File: src/rtl/div_pkg.sv
`default_nettype none
// ============================================================================
// Module   : div_pkg
// Purpose  : Shared types and helpers for the seq_divider_rx iterative divider.
// Revision : 1.0  initial release
// ============================================================================
package div_pkg;

    typedef enum logic [1:0] {
        IDLE = 2'd0,
        CALC = 2'd1,
        DONE = 2'd2
    } state_t;

    localparam int MAX_W = 256;

    function automatic int cnt_width(input int n);
        return (n > 1) ? $clog2(n) : 1;
    endfunction

    // Divide-by-zero quotient: all ones, truncated to the operand width by the caller.
    function automatic logic [MAX_W-1:0] dbz_quotient();
        return '1;
    endfunction

endpackage
`default_nettype wire

File: src/rtl/div_step.sv
`default_nettype none
// ============================================================================
// Module   : div_step
// Purpose  : One combinational restoring-division step (shift, compare, subtract).
// Revision : 1.0  initial release
// ============================================================================
module div_step #(
    parameter int WIDTH = 32
) (
    input  logic [WIDTH:0]   acc_i,
    input  logic [WIDTH-1:0] quo_i,
    input  logic [WIDTH-1:0] div_i,
    output logic [WIDTH:0]   acc_o,
    output logic [WIDTH-1:0] quo_o
);

    logic [WIDTH:0] shifted;
    logic [WIDTH:0] diff;
    logic           ge;
    // The partial remainder is always below the divisor, so its MSB is never set.
    logic           unused_acc_msb;

    assign unused_acc_msb = acc_i[WIDTH];
    assign shifted        = {acc_i[WIDTH-1:0], quo_i[WIDTH-1]};
    assign diff           = shifted - {1'b0, div_i};
    assign ge             = (shifted >= {1'b0, div_i});
    assign acc_o          = ge ? diff : shifted;
    assign quo_o          = {quo_i[WIDTH-2:0], ge};

endmodule
`default_nettype wire

File: src/rtl/seq_divider_rx.sv
`default_nettype none
// ============================================================================
// Module   : seq_divider_rx
// Purpose  : Iterative STEPS-bit-per-cycle divider with valid/ready handshakes
//            and tag pass-through. Define DIVIDER_SIGNED_EN for signed support.
// Revision : 1.0  initial release
// ============================================================================
module seq_divider_rx
    import div_pkg::*;
#(
    parameter int WIDTH = 32,
    parameter int STEPS = 2,
    parameter int TAG_W = 4
) (
    input  logic             clk,
    input  logic             rst,
    input  logic             in_valid,
    output logic             in_ready,
    input  logic [WIDTH-1:0] in_a,
    input  logic [WIDTH-1:0] in_b,
    input  logic             in_signed,
    input  logic [TAG_W-1:0] in_tag,
    output logic             out_valid,
    input  logic             out_ready,
    output logic [WIDTH-1:0] out_quo,
    output logic [WIDTH-1:0] out_rem,
    output logic             out_dbz,
    output logic             out_ovf,
    output logic [TAG_W-1:0] out_tag
);

    localparam int N      = WIDTH / STEPS;
    localparam int CNT_W  = cnt_width(N);
    localparam logic [CNT_W-1:0] CNT_LAST = CNT_W'(N - 1);
    localparam logic [WIDTH-1:0] DBZ_QUO  = WIDTH'(dbz_quotient());

    if ((WIDTH % STEPS) != 0) begin : g_bad_steps
        $error("seq_divider_rx: WIDTH must be a multiple of STEPS");
    end
    if ((WIDTH < 2) || (WIDTH > MAX_W)) begin : g_bad_width
        $error("seq_divider_rx: WIDTH out of range");
    end

    state_t           state_q;
    logic [CNT_W-1:0] cnt_q;
    logic [WIDTH:0]   acc_q;
    logic [WIDTH-1:0] quo_q;
    logic [WIDTH-1:0] div_q;
    logic [TAG_W-1:0] tag_q;
    logic             dbz_q;
    logic             out_valid_q;
    logic [WIDTH-1:0] out_quo_q;
    logic [WIDTH-1:0] out_rem_q;
    logic             out_dbz_q;
    logic [TAG_W-1:0] out_tag_q;

    logic [WIDTH:0]   acc_d;
    logic [WIDTH-1:0] quo_d;
    logic [WIDTH-1:0] a_mag;
    logic [WIDTH-1:0] b_mag;
    logic [WIDTH-1:0] res_quo;
    logic [WIDTH-1:0] res_rem;

    logic [WIDTH:0]   acc_chain [STEPS+1];
    logic [WIDTH-1:0] quo_chain [STEPS+1];

    assign acc_chain[0] = acc_q;
    assign quo_chain[0] = quo_q;

    for (genvar i = 0; i < STEPS; i++) begin : g_step
        div_step #(
            .WIDTH (WIDTH)
        ) u_step (
            .acc_i (acc_chain[i]),
            .quo_i (quo_chain[i]),
            .div_i (div_q),
            .acc_o (acc_chain[i+1]),
            .quo_o (quo_chain[i+1])
        );
    end

    assign acc_d = acc_chain[STEPS];
    assign quo_d = quo_chain[STEPS];

`ifdef DIVIDER_SIGNED_EN
    localparam logic [WIDTH-1:0] SMIN = {1'b1, {(WIDTH-1){1'b0}}};

    logic a_neg;
    logic b_neg;
    logic ovf_in;
    logic qneg_q;
    logic rneg_q;
    logic ovf_q;
    logic out_ovf_q;

    assign a_neg   = in_signed & in_a[WIDTH-1];
    assign b_neg   = in_signed & in_b[WIDTH-1];
    assign a_mag   = a_neg ? (~in_a + 1'b1) : in_a;
    assign b_mag   = b_neg ? (~in_b + 1'b1) : in_b;
    // MIN / -1 already yields quotient MIN and remainder 0 from the magnitudes.
    assign ovf_in  = in_signed & (in_a == SMIN) & (in_b == '1);
    assign res_quo = qneg_q ? (~quo_q + 1'b1) : quo_q;
    assign res_rem = rneg_q ? (~acc_q[WIDTH-1:0] + 1'b1) : acc_q[WIDTH-1:0];
    assign out_ovf = out_ovf_q;
`else
    logic unused_signed;

    assign unused_signed = in_signed;
    assign a_mag         = in_a;
    assign b_mag         = in_b;
    assign res_quo       = quo_q;
    assign res_rem       = acc_q[WIDTH-1:0];
    assign out_ovf       = 1'b0;
`endif

    always_ff @(posedge clk) begin
        if (rst) begin
            state_q     <= IDLE;
            cnt_q       <= '0;
            acc_q       <= '0;
            quo_q       <= '0;
            div_q       <= '0;
            tag_q       <= '0;
            dbz_q       <= 1'b0;
            out_valid_q <= 1'b0;
            out_quo_q   <= '0;
            out_rem_q   <= '0;
            out_dbz_q   <= 1'b0;
            out_tag_q   <= '0;
`ifdef DIVIDER_SIGNED_EN
            qneg_q      <= 1'b0;
            rneg_q      <= 1'b0;
            ovf_q       <= 1'b0;
            out_ovf_q   <= 1'b0;
`endif
        end else begin
            case (state_q)
                IDLE: begin
                    if (in_valid) begin
                        tag_q <= in_tag;
                        cnt_q <= '0;
                        div_q <= b_mag;
                        if (in_b == '0) begin
                            acc_q   <= {1'b0, in_a};
                            quo_q   <= DBZ_QUO;
                            dbz_q   <= 1'b1;
                            state_q <= DONE;
`ifdef DIVIDER_SIGNED_EN
                            qneg_q  <= 1'b0;
                            rneg_q  <= 1'b0;
                            ovf_q   <= 1'b0;
`endif
                        end else begin
                            acc_q   <= '0;
                            quo_q   <= a_mag;
                            dbz_q   <= 1'b0;
                            state_q <= CALC;
`ifdef DIVIDER_SIGNED_EN
                            qneg_q  <= a_neg ^ b_neg;
                            rneg_q  <= a_neg;
                            ovf_q   <= ovf_in;
`endif
                        end
                    end
                end
                CALC: begin
                    acc_q <= acc_d;
                    quo_q <= quo_d;
                    cnt_q <= cnt_q + 1'b1;
                    if (cnt_q == CNT_LAST) begin
                        state_q <= DONE;
                    end
                end
                DONE: begin
                    // First DONE cycle loads the sign-corrected result registers.
                    if (!out_valid_q) begin
                        out_valid_q <= 1'b1;
                        out_quo_q   <= res_quo;
                        out_rem_q   <= res_rem;
                        out_dbz_q   <= dbz_q;
                        out_tag_q   <= tag_q;
`ifdef DIVIDER_SIGNED_EN
                        out_ovf_q   <= ovf_q;
`endif
                    end else if (out_ready) begin
                        out_valid_q <= 1'b0;
                        state_q     <= IDLE;
                    end
                end
                default: begin
                    state_q <= IDLE;
                end
            endcase
        end
    end

    assign in_ready  = (state_q == IDLE);
    assign out_valid = out_valid_q;
    assign out_quo   = out_quo_q;
    assign out_rem   = out_rem_q;
    assign out_dbz   = out_dbz_q;
    assign out_tag   = out_tag_q;

endmodule
`default_nettype wire

File: config.mk
export PLATFORM = sky130hd
export DESIGN_NAME = seq_divider_rx
export DESIGN_NICKNAME = d
export VERILOG_FILES = /design/src/rtl/div_pkg.sv /design/src/rtl/div_step.sv /design/src/rtl/seq_divider_rx.sv
export SDC_FILE = /design/constraint.sdc
export NUM_CORES = 1
export LEC_CHECK = 0
export ABC_CLOCK_PERIOD_IN_PS = 7180
export CAP_MARGIN = 20
export CORE_ASPECT_RATIO = 0.6
export CORE_MARGIN = 4
export CORE_UTILIZATION = 30
export CTS_CLUSTER_SIZE = 25
export DETAILED_ROUTE_END_ITERATION = 16
export GPL_TIMING_DRIVEN = 0
export PLACE_DENSITY = 0.51
export SLEW_MARGIN = 20
export SYNTH_ARGS = -nofsm -noshare
export SYNTH_HDL_FRONTEND = slang
export SYNTH_SLANG_ARGS = --single-unit
File: constraint.sdc
create_clock -name clk -period 7.18 [get_ports clk]
set_clock_uncertainty 0.2 [all_clocks]
set_input_delay 1.436 -clock clk [delete_from_list [all_inputs] [get_ports clk]]
set_output_delay 1.436 -clock clk [all_outputs]
set_load 0.005 [all_outputs]
==> impl_metrics.py, run 1 <==
metrics = {
    "outcome": {
        "status": "finished clean",
    },
    "final_layout": {
        "num-nets-final": 1835,
        "drive_gt1_frac": 0.0457,
        "fin_util": 0.381,
        "area_delta_synth_final_pct": 23.7,
        "layout.cells.non_filler": 2213,
        "fillers": 3895,
    },
    "synthesis": {
        "syn_inst": 1534,
        "ys_top_cells_by_area": "dfxtp_1 31%, nand2_1 10%, a21oi_1 9.4%",
        "synth_top_area_frac": 0.313,
        "synth-seq-cells": 177,
        "ys.flop_type": "dfxtp_1",
        "synth.avg_cell_area_sq_um": 7.38,
        "ys_async_sr_fraction": 0,
        "yosysTopAreaCell": "dfxtp_1",
        "ys_warn_count": 0,
        "syn_nets": 1674,
        "synth.distinct_cells": 77,
        "synth-edff-count": 0,
        "ys_seq_area_frac": 0.313,
        "netlist_area_sq_mm": 0.0113,
    },
    "global_route": {
        "grt_pass1_vias": 11500,
        "grt-ovfl-total": 0,
        "grt_pass1_wl_um": 73300,
        "grtUsageMet3": 0.0645,
        "use_met1": 0.370,
        "grt_util_all_layers": 0.236,
        "antenna_found_initial": 1,
        "grt_max_degree": 18,
        "use_met2": 0.317,
        "grt_busiest_layer": "met1",
    },
    "drt": {
        "wl_per_cell_um": 22.3,
        "via_count": 12200,
        "drtIter0Drc": 1426,
        "firstDrtPassIters": 5,
        "routed_wirelength_um": 49300,
        "drc_errors": 0,
        "antenna_left": 0,
        "via_per_inst": 5.50,
    },
    "cts": {
        "h-tree-depth": 4,
        "cts_buffers": 17,
        "cts_tree": "yes",
        "clockBufferDepth": 2,
        "cts_root_buf": "clkbuf_16",
        "cts.clk_slew.worst_paths_ns": 0.08,
        "clk_latency_ns": 0.46,
        "cts_setup_buffers": 0,
        "clock-sinks": 177,
    },
    "floorplan": {
        "core-area_sq_mm": 0.0368,
        "chipWidth_um": 259,
        "start_util": 0.308,
        "die_h_um": 158,
        "fp-row-count": 54,
        "dieArea_sq_mm": 0.0410,
        "io_pins": 145,
    },
    "placed_design": {
        "dpl.cell_count": 2180,
        "routabilityCongestion": 0.998,
        "portBuffers": 142,
        "hpwl_um": 40200,
    },
    "worst_setup_path": {
        "cpMaxStageDelayCell": "o31ai_2",
        "cp_data_required_time_ns": 7.33,
        "crit_fanout": 10,
        "cp.arrival_ns": 7.07,
        "path_class": "reg -> reg",
        "cp_top_family": "compound AO/OA/AOI/OAI gates",
        "cp_cell_sequence": "inv_1 > ha_1 > nand2_1 > o31ai_2 > o2111ai_2 > a211oi_1 > or3_1 > buf_2 > buf_6 > mux2i_1 > ha_1 > nor2b_1 > o31ai_2 > a221oi_2 > a2111o_1 > a21boi_2 > o221ai_4 > or2_1 > buf_6 > buf_6 > o31a_1 > a32o_1",
        "crit_top_cell": "buf_6",
        "start_kind": "flop",
        "worst-path-buf-inv": 5,
        "slowest_delay_ns": 0.53,
        "endpoint_kind": "flop",
    },
    "power": {
        "ir_drop_uv": 398,
        "power.total_w": 0.00800,
        "p_per_area_mw_per_mm2": 571,
        "leakagePower_nw": 5.11,
    },
    "sta": {
        "layout_worst_path_cycle_share": 0.964,
        "drv_slew": 0,
        "rsz0062_at_grt": "no",
        "whs_ns": 0.250,
        "fmax_ghz": 0.145,
        "period_needed_ns": 6.92,
        "setup_viol": 0,
        "hold_viol": 0,
        "tightest_slew_ns": 0.968,
        "slew_headroom": 0.352,
        "fin_setup_tns_ns": 0,
    },
    "hold_path": {
        "hp-class": "reg -> reg",
    },
    "run": {
        "cap_violations": 0,
    },
}
==> metal layers <==
layer / part of all wire / vias up
li1: - / 5808
met1: 0.51 / 5858
met2: 0.38 / 460
met3: 0.094 / 51
met4: 0.014 / 2
met5: 0.00034 / -
==> registers in the layout, summed over array words and instances (netlist names), 4 cells and up <==
signal   cells
out_tag      4
acc_q       32
cnt_q        4
div_q       32
quo_q       32
out_rem     32
tag_q        4
out_quo     32
==> through the flow <==
step	area, sq um	setup WS [ns]
global route	14000	0.0208
global placement	13400	0.0483
finish	14000	0.261
floorplan	11300	1.62
detailed placement	13400	0.0707
CTS	14000	0.0312
==> synthesized netlist by cell type, types with 14 or more instances <==
cell type and instances:
nor2_1 106, nor4_1 15, a21oi_1 213, o221ai_1 19, inv_1 53, nand3_1 22, dfxtp_1 177, nand2b_1 14
nor3_1 47, mux2i_1 19, xor2_1 17, o211ai_1 14, ha_1 65, nand2_1 307, xnor2_1 23, o21ai_0 69
a21o_1 21, clkbuf_1 81, nand4_1 22, o21a_1 14
==> cell usage in the layout (no fill, tap or decap), types with 8 or more instances in the layout <==
master | netlist | layout
nand2_1 | 307 | 307
a21oi_1 | 213 | 213
dfxtp_1 | 177 | 177
clkdlybuf4s50_1 | 0 | 142
nor2_1 | 106 | 106
clkbuf_1 | 81 | 81
o21ai_0 | 69 | 68
ha_1 | 65 | 65
inv_1 | 53 | 53
nor3_1 | 47 | 47
xnor2_1 | 23 | 23
nand3_1 | 22 | 22
nand4_1 | 22 | 22
a21o_1 | 21 | 21
mux2i_1 | 19 | 19
o221ai_1 | 19 | 19
xor2_1 | 17 | 17
clkbuf_16 | 0 | 17
nor4_1 | 15 | 15
nand2b_1 | 14 | 14
o21a_1 | 14 | 14
o211ai_1 | 14 | 14
a211oi_1 | 13 | 13
a32oi_1 | 12 | 12
o31ai_1 | 12 | 11
buf_2 | 10 | 10
and2_1 | 10 | 10
a31oi_1 | 9 | 9
o21ai_1 | 8 | 9
nor2b_1 | 8 | 8
==> tightest hold or removal path: cells and delay by family, from the launching register on <==
kind,cells,cell delay (ns)
flops,1,0.31
simple gates,1,0.05
compound gates,1,0.05
==> where the power goes <==
| group | leakage (nW) | switching [W] | internal [W] |
|---|---|---|---|
| logic | 3.37 | 0.00367 | 0.00218 |
| registers | 1.44 | 0.0000886 | 0.00104 |
| clock network | 0.298 | 0.000473 | 0.000546 |
| total | 5.11 | 0.00423 | 0.00377 |
==> layout make-up <==
| class | instances | area, sq um | area share |
|---|---|---|---|
| Antenna cell | 1 | 2.50 | 0.000179 |
| Buffer | 105 | 452 | 0.0322 |
| Clock buffer | 19 | 453 | 0.0323 |
| Clock inverter | 13 | 164 | 0.0117 |
| Inverter | 53 | 199 | 0.0142 |
| Multi-Input combinational cell | 1199 | 7140 | 0.510 |
| Sequential cell | 177 | 3540 | 0.253 |
| Tap cell | 504 | 631 | 0.0450 |
| Timing Repair Buffer | 142 | 1420 | 0.101 |
==> path summary, 6_finish.rpt <==
kind	start	endpoint	slack, ns	cells past startpoint
max	div_q[12]	acc_q[17]	0.26	22
min	tag_q[1]	out_tag[1]	0.25	2
max reg2reg	div_q[12]	acc_q[17]	0.26	22
min reg2reg	tag_q[1]	out_tag[1]	0.25	2
==> logic make-up (layout without fill, tap and decap cells) <==
logic type      Yosys count  in the layout  share of synthesized area
xor+xnor                 40             40                     0.0309
fa+ha+maj                67             67                     0.0754
compound gates          471            471                      0.265
buf+inv                 158            332                     0.0575
simple gates            594            594                      0.234
other cells               1              2                   0.000331
mux                      26             26                     0.0238
flops                   177            177                      0.313
==> what timing repair did <==
item                       in CTS  in global routing
resized for setup               0                  4
setup endpoints to repair       0                 33
hold buffers                    0                  0
(Power assumes the default switching activity.)
==> run 2: changes to the inputs <==
Settings changed: CTS_BUF_LIST set to sky130_fd_sc_hd__clkbuf_4 sky130_fd_sc_hd__clkbuf_8.
==> impl_metrics.py, run 2 (synthesis gave the netlist of run 1 again) <==
metrics = {
    "sta": {
        "hold_viol": 0,
        "timing.final.ws_setup_ns": 0.299,
        "slew_headroom": 0.350,
        "layout_worst_path_cycle_share": 0.958,
        "drv_slew": 0,
        "tightest_slew_ns": 0.975,
        "fmax_ghz": 0.145,
        "whs_ns": 0.248,
        "setup_viol": 0,
        "period_needed_ns": 6.88,
        "fin_setup_tns_ns": 0,
        "rsz0062_at_grt": "no",
    },
    "final_layout": {
        "layout_commonest_cell": "nand2_1",
        "n_antenna_cell": 0,
        "drive_gt1_frac": 0.0457,
        "num-nets-final": 1835,
        "area_delta_synth_final_pct": 22.0,
        "fillers": 3919,
        "design_area_sq_mm": 0.0138,
        "layout.cells.non_filler": 2212,
        "final_cell_mix": "307 x nand2_1, 213 x a21oi_1, 177 x dfxtp_1",
    },
    "global_route": {
        "grt-ovfl-total": 0,
        "antenna_found_initial": 3,
        "grt_max_degree": 18,
        "grt_pass1_vias": 11500,
        "grt_pass1_wl_um": 72900,
        "grt_util_all_layers": 0.235,
    },
    "outcome": {
        "status": "finished clean",
    },
    "placed_design": {
        "placed_area_sq_mm": 0.0134,
        "hpwl_um": 40200,
        "dpl.cell_count": 2180,
        "pre_cts_slack_ns": 0.0707,
        "routabilityCongestion": 0.998,
        "portBuffers": 142,
    },
    "cts": {
        "cts.clk_slew.worst_paths_ns": 0.11,
        "clock-sinks": 177,
        "cts_setup_buffers": 0,
        "h-tree-depth": 4,
        "cts_root_buf": "clkbuf_8",
        "clockBufferDepth": 2,
        "cts_buffers": 17,
        "cts_hold_buf": 0,
        "cts_tree": "yes",
        "clk_latency_ns": 0.51,
    },
    "worst_setup_path": {
        "startpoint": "div_q[12]",
        "cpMaxStageDelayCell": "o31ai_2",
        "start_kind": "flop",
        "endpoint_kind": "flop",
        "cp_cell_sequence": "inv_1 > ha_1 > nand2_1 > o31ai_2 > o2111ai_2 > a211oi_1 > or3_1 > buf_2 > buf_6 > mux2i_1 > ha_1 > nor2b_1 > o31ai_2 > a221oi_2 > a2111o_1 > a21boi_2 > o221ai_4 > or2_1 > buf_6 > buf_6 > o31a_1 > a32o_1",
        "slowest_delay_ns": 0.53,
        "crit_top_cell": "buf_6",
        "rr_startpoint": "div_q[12]",
        "reg2reg_slack_ns": 0.30,
        "path_class": "reg -> reg",
        "crit_fanout": 10,
        "cp.arrival_ns": 7.08,
        "worstRegToRegCells": 22,
        "cp-endpoint": "acc_q[17]",
        "cp_data_required_time_ns": 7.38,
        "timing.rr.end": "acc_q[17]",
    },
    "floorplan": {
        "io_pins": 145,
        "chipWidth_um": 259,
        "start_util": 0.308,
        "fp-row-count": 54,
        "dieArea_sq_mm": 0.0410,
        "core-area_sq_mm": 0.0368,
        "die_h_um": 158,
    },
    "drt": {
        "wl_per_cell_um": 22.3,
        "antenna_left": 0,
        "via_count": 12300,
        "drtIter0Drc": 1332,
        "firstDrtPassIters": 6,
        "drc_errors": 0,
        "via_per_inst": 5.54,
        "routed_wirelength_um": 49200,
    },
    "power": {
        "ir_drop_uv": 393,
        "p_per_area_mw_per_mm2": 563,
        "leakagePower_nw": 5.03,
    },
    "run": {
        "cap_violations": 0,
    },
    "hold_path": {
        "hp-class": "reg -> reg",
    },
}
## run 2: through the flow
step                total power [W]   util
finish                      0.00777  0.376
global route                0.00834  0.376
CTS                         0.00759  0.375
detailed placement          0.00679  0.364
floorplan                   0.00520      -
global placement            0.00683  0.364
## run 2: power by group
group	total [W]	switching (W)	internal, W	leakage (nW)
combinational	0.00586	0.00368	0.00218	3.37
sequential	0.00113	0.0000879	0.00104	1.44
clock	0.000781	0.000440	0.000341	0.211
total	0.00777	0.00421	0.00357	5.03
## run 2: timing repair
item / in CTS / in global routing
setup endpoints to repair: 0 / 33
hold endpoints to repair: 0 / 0
gates resized for setup: 0 / 4
## run 2: layout make-up
type / count / area (sq um) / share of cell area
buffer: 105 / 452 / 0.0327
clock buffer: 19 / 262 / 0.0189
clock inverter: 13 / 164 / 0.0119
inverter: 53 / 199 / 0.0144
multi-input combinational: 1199 / 7140 / 0.517
sequential: 177 / 3540 / 0.257
tap: 504 / 631 / 0.0457
timing repair buffer: 142 / 1420 / 0.103
## run 2: worst min path at each step
stage / from / endpoint / slack [ns] / cells past startpoint
after floorplan: dbz_q / out_dbz / 0.23 / 2
after detailed placement: tag_q[1] / out_tag[1] / 0.25 / 2
final: tag_q[1] / out_tag[1] / 0.25 / 2
after global placement: tag_q[1] / out_tag[1] / 0.24 / 2
after global routing: out_quo[1] / out_quo[1] / 0.28 / 2
after CTS: tag_q[1] / out_tag[1] / 0.25 / 2
## run 2: critical path: cells and delay by family, from the launching register on
family / cells / cell delay, ns
AO/OA/AOI/OAI: 10 / 3.43
buffers and inverters: 5 / 0.88
adder cells (fa/ha/maj): 2 / 0.69
flip-flops: 1 / 0.34
AND/OR/NAND/NOR: 4 / 0.79
multiplexers: 1 / 0.40
## run 2: layer usage
layer	wire, um	GRT usage	vias to the layer above	share of wire
met1	25000	0.365	5889	0.51
li1	-	-	5804	-
met5	38	0	-	0.00077
met2	18600	0.315	498	0.38
met3	4790	0.0666	55	0.097
met4	796	0.0531	6	0.016
